**src/rtl/uart_fifo_controller.sv**
```systemverilog
// Pointer/flag controller for the 16x8 UART FIFO array (write-synchronous, read-combinational, FWFT).
// Optional level interrupt output levelIrq is enabled by defining UART_FIFO_LEVEL_IRQ_EN.
module uart_fifo_controller #(
  parameter int ADDR_BITS          = 4,
  parameter int ALMOST_FULL_LEVEL  = 12,
  parameter int ALMOST_EMPTY_LEVEL = 2
) (
  input  logic                 clock,
  input  logic                 nReset,
  input  logic                 clear,
  input  logic                 push,
  input  logic                 pop,
  output logic                 memWriteEnable,
  output logic [ADDR_BITS-1:0] memWriteAddress,
  output logic [ADDR_BITS-1:0] memReadAddress,
  output logic                 empty,
  output logic                 full,
  output logic                 almostFull,
  output logic                 almostEmpty,
  output logic [ADDR_BITS:0]   count,
  output logic                 overflow,
  output logic                 underflow
`ifdef UART_FIFO_LEVEL_IRQ_EN
  ,
  output logic                 levelIrq
`endif
);

  localparam int CW = ADDR_BITS + 1;
  localparam logic [ADDR_BITS:0] DEPTH_C = CW'(2 ** ADDR_BITS);
  localparam logic [ADDR_BITS:0] AF_C    = CW'(ALMOST_FULL_LEVEL);
  localparam logic [ADDR_BITS:0] AE_C    = CW'(ALMOST_EMPTY_LEVEL);
  localparam logic [ADDR_BITS:0] ONE_C   = CW'(1);

  logic [ADDR_BITS-1:0] wr_ptr;
  logic [ADDR_BITS-1:0] rd_ptr;
  logic [ADDR_BITS:0]   count_next;
  logic                 push_ok;
  logic                 pop_ok;

  assign empty       = (count == '0);
  assign full        = (count == DEPTH_C);
  assign almostFull  = (count >= AF_C);
  assign almostEmpty = (count <= AE_C);

  // A pop frees the head slot in the same edge, so a push at full is accepted alongside it.
  assign push_ok = push & (~full | pop);
  assign pop_ok  = pop & ~empty;

  // The array must never see a write while the controller is held in reset or being flushed.
  assign memWriteEnable  = push_ok & nReset & ~clear;
  assign memWriteAddress = wr_ptr;
  assign memReadAddress  = rd_ptr;

  // NOTE: every signal driven here gets a default first so no latch is inferred.
  always_comb begin
    count_next = count;
    unique case ({push_ok, pop_ok})
      2'b10:   count_next = count + ONE_C;
      2'b01:   count_next = count - ONE_C;
      default: count_next = count;
    endcase
  end

  // NOTE: state registers use non-blocking assignments so all flops update from pre-edge values.
  always_ff @(posedge clock or negedge nReset) begin
    if (!nReset) begin
      wr_ptr    <= '0;
      rd_ptr    <= '0;
      count     <= '0;
      overflow  <= 1'b0;
      underflow <= 1'b0;
    end else if (clear) begin
      wr_ptr    <= '0;
      rd_ptr    <= '0;
      count     <= '0;
      overflow  <= 1'b0;
      underflow <= 1'b0;
    end else begin
      if (push_ok) wr_ptr <= wr_ptr + ADDR_BITS'(1);
      if (pop_ok)  rd_ptr <= rd_ptr + ADDR_BITS'(1);
      count <= count_next;
      if (push & full & ~pop) overflow  <= 1'b1;
      if (pop & empty)        underflow <= 1'b1;
    end
  end

`ifdef UART_FIFO_LEVEL_IRQ_EN
  localparam logic [ADDR_BITS:0] AF_M1_C = CW'(ALMOST_FULL_LEVEL - 1);
  localparam logic [ADDR_BITS:0] AE_P1_C = CW'(ALMOST_EMPTY_LEVEL + 1);

  // One-cycle pulse when the fill level crosses into either threshold band.
  always_ff @(posedge clock or negedge nReset) begin
    if (!nReset) begin
      levelIrq <= 1'b0;
    end else if (clear) begin
      levelIrq <= 1'b0;
    end else begin
      levelIrq <= ((count == AF_M1_C) && (count_next == AF_C)) ||
                  ((count == AE_P1_C) && (count_next == AE_C));
    end
  end
`endif

endmodule

```
**config.mk**
```make
export PLATFORM = sky130hd
export DESIGN_NAME = uart_fifo_controller
export DESIGN_NICKNAME = d
export VERILOG_FILES = /design/src/rtl/uart_fifo_controller.sv
export SDC_FILE = /design/constraint.sdc
export NUM_CORES = 1
export LEC_CHECK = 0
export ABC_AREA = 0
export ABC_CLOCK_PERIOD_IN_PS = 2300
export BUFFER_PORTS_ARGS = -buffer_cell sky130_fd_sc_hd__buf_2
export CAP_MARGIN = 20
export CELL_PAD_IN_SITES_DETAIL_PLACEMENT = 1
export CELL_PAD_IN_SITES_GLOBAL_PLACEMENT = 1
export CORE_MARGIN = 5
export CORE_UTILIZATION = 35
export DETAILED_ROUTE_END_ITERATION = 8
export PLACE_DENSITY = 0.8
export SETUP_SLACK_MARGIN = 0.05
export SLEW_MARGIN = 20
export SYNTH_ARGS = -nofsm -noshare
export SYNTH_HDL_FRONTEND = slang
export SYNTH_SLANG_ARGS = --single-unit
```
**constraint.sdc**
```tcl
create_clock -name clock -period 2.3 [get_ports clock]
set_input_delay 0.23 -clock clock [delete_from_list [all_inputs] [get_ports clock]]
set_output_delay 0.23 -clock clock [all_outputs]
set_load 0.03 [all_outputs]
```
==> flow_summary.json <==
{
  "status": "finished, final reports clean",
  "netlist_area_um2": 1040,
  "cts_buffer_depth": 2,
  "wl_per_cell_um": 16.6,
  "rsz0062_at_grt": "yes",
  "num_rows": 19,
  "hold_path.class": "primary input to flip-flop",
  "design.die.area_um2": 4150,
  "crit_type": "flip-flop to flip-flop",
  "max_freq_ghz": 0.439,
  "drt_iter0_markers": 33,
  "initial_core_util": 0.370,
  "htreeDepth": 1,
  "grt_overflow": 0,
  "clock_sinks": 15,
  "diodes": 0,
  "setup_violations": 0,
  "critPathLaunchType": "flip-flop",
  "post-synth-top-area-cell": "dfrtp_1",
  "grt_pass1_wl_mm": 5.06,
  "synth_edf_count": 0,
  "layout_min_cycle_time_ns": 2.28,
  "num_vias": 987,
  "synth.most_common_cell": "nor2_1",
  "powerDensity_nw_per_um2": 1370,
  "p_sw_mw": 0.919,
  "ys.flop_type": "dfrtp_1",
  "root_buffer": "clkbuf_4",
  "crit_path_top_delay_cell": "or4_4",
  "core-area_um2": 2810,
  "die_x_um": 64.4,
  "critPathCaptureType": "flip-flop",
  "drive_above_1_share": 0.354,
  "postRouteAntennaNets": 0,
  "grt_max_degree": 20,
  "cts_buffers": 3,
  "clock_skew_ns": 0.00570,
  "clk-insertion-delay-late_ns": 0.29,
  "nets": 154,
  "crit_chain": "or4_4, o21ai_4, xnor2_1, ha_2, nor2_1, o211ai_1, a32oi_1, mux2_1",
  "p_int_mw": 0.835,
  "place_ws_ns": 0.0237,
  "crit_buf_inv": 0,
  "syn_nets": 123,
  "grtUsageTotal": 0.151,
  "maxSlewViolCount": 0,
  "cp.arrival_ns": 2.45,
  "synth_warnings": 0,
  "power_leakage_nw": 0.610,
  "max_stage_delay_ns": 0.56,
  "grt_pass1_vias": 1090,
  "antenna_found_initial": 0,
  "clk_pin_slew_ns": 0.09,
  "synth_commonest_cells": "nor2_1 (16), dfrtp_1 (15), nand2_1 (7), xor2_1 (6)",
  "fin_crit_sh": 0.990,
  "fin_util": 0.458,
  "synth.distinct_cells": 38,
  "peakVddDrop_uv": 548,
  "synth_seq_cells": 15,
  "io_pins": 25,
  "postSynthCellCount": 114,
  "place.gp.congestion": 0.842,
  "layout_setup_ws_ns": 0.0220,
  "p_clk_frac": 0.086,
  "wl_mm": 2.90,
  "portBuffers": 24,
  "cp_top_family": "simple AND/OR/NAND/NOR gates",
  "synthArstFlopShare": 1.00,
  "seq_area_frac_synth": 0.362,
  "p_seq_frac": 0.216,
  "slew-limit-headroom": 0.669,
  "die_h_um": 64.4,
  "area_growth_pct": 23.8,
  "hold_viol": 0,
  "dpl.hpwl_mm": 2.21,
  "cp_max_fo": 5,
  "instances_no_fill": 175,
  "worst_ep_required_time_ns": 2.47,
  "pwr-share-comb": 0.699,
  "drc": 0,
  "vias_per_cell": 5.64,
  "post_synth.cell_area_avg_um2": 9.10,
  "worst_pin_slew_ns": 0.492,
  "netlist.area_leader.share": 0.362,
  "swShare": 0.524,
  "place_inst": 169,
  "drt_first_pass_iters": 4,
  "drv_cap": 0,
  "cts_tree": "yes",
  "whs_ns": 0.349,
  "fin_setup_tns_ns": 0,
  "fill_cells": 342,
  "synthTopCellsByArea": "dfrtp_1 (36%), nor2_1 (5.8%), xor2_1 (5.1%), ha_1 (4.8%), o211ai_1 (3.6%)"
}
area by class of cell:
cell class                      instances  area, um2  area share
Tap cell                               31       38.8      0.0302
Timing Repair Buffer                   34        198       0.154
Inverter                                2       7.51     0.00585
Multi-Input combinational cell         89        634       0.494
Clock buffer                            4       26.3      0.0205
Sequential cell                        15        379       0.295
per-layer routing:
| layer | up-vias | part of all wire | track usage | wire (um) |
|---|---|---|---|---|
| li1 | 468 | - | - | - |
| met1 | 493 | 0.44 | 0.180 | 1270 |
| met2 | 21 | 0.50 | 0.268 | 1460 |
| met3 | 5 | 0.041 | 0.0242 | 119 |
| met4 | 0 | 0.017 | 0.0660 | 48 |
| met5 | - | 0 | 0 | 0 |
timing repair:
action | in CTS | in global routing
hold endpoints to repair | 15 | 0
hold buffers | 1 | 0
buffers inserted | 0 | 1
endpoints found under the setup margin | 2 | 4
resized for setup | 0 | 3
cloned | 0 | 0
kinds of logic (layout without fill, tap and decap cells):
kind of cell,count (synthesis),in the layout,share of synthesized area
buf+inv,10,40,0.0531
flops,15,15,0.362
fa+ha+maj,4,4,0.0483
simple gates,47,47,0.227
xor+xnor,7,7,0.0591
mux,4,4,0.0410
compound gates,27,27,0.210
metrics by stage:
step                      instance area [um2]  power, mW
after global placement                   1230       1.55
after global routing                     1280       1.90
after floorplan                          1060       1.27
final                                    1280       1.75
after detailed placement                 1230       1.59
after CTS                                1260       1.75
registers in the layout (all words and copies together), names as in the netlist:
name and flops:
underflow 1, count 5, overflow 1, memReadAddress 4, memWriteAddress 4
power groups by stage:
stage	combinational (mW)	sequential, mW	clock [mW]
after floorplan	0.744	0.528	0
after global placement	1.17	0.379	0
after detailed placement	1.21	0.384	0
after CTS	1.22	0.379	0.160
after global routing	1.34	0.387	0.176
final	1.23	0.378	0.150
placed cells by master (no fill, tap or decap), drive strengths merged, types with 2 or more instances in the layout:
master	instances
nor3	4
nand2b	4
nor3b	2
dfrtp	15
nor2	16
nand2	7
mux2i	2
nor2b	3
and3	2
nor4	2
inv	2
xor2	6
o21ai	7
a21oi	5
clkbuf	4
buf	33
nand3	3
ha	4
o211ai	5
nand4	2
mux2	2
worst reg2reg max path, delay by kind of cell (launching register included):
| kind | cells | cell delay [ns] |
|---|---|---|
| fa+ha+maj | 1 | 0.21 |
| compound gates | 3 | 0.46 |
| mux | 1 | 0.34 |
| flops | 1 | 0.41 |
| xor+xnor | 1 | 0.09 |
| simple gates | 2 | 0.65 |
path summary, 6_finish.rpt:
path                       startpoint                 end  slack (ns)  cells after the start
setup / recovery             count[3]            count[2]        0.02                      8
hold / removal                  clear   memReadAddress[3]        0.35                      2
setup reg to reg             count[3]            count[2]        0.02                      8
hold reg to reg             underflow           underflow        0.52                      2
max in group asynchronous      nReset            count[2]        1.63                      2
min in group asynchronous      nReset  memWriteAddress[3]        0.39                      2
(Power assumes the default switching activity.)
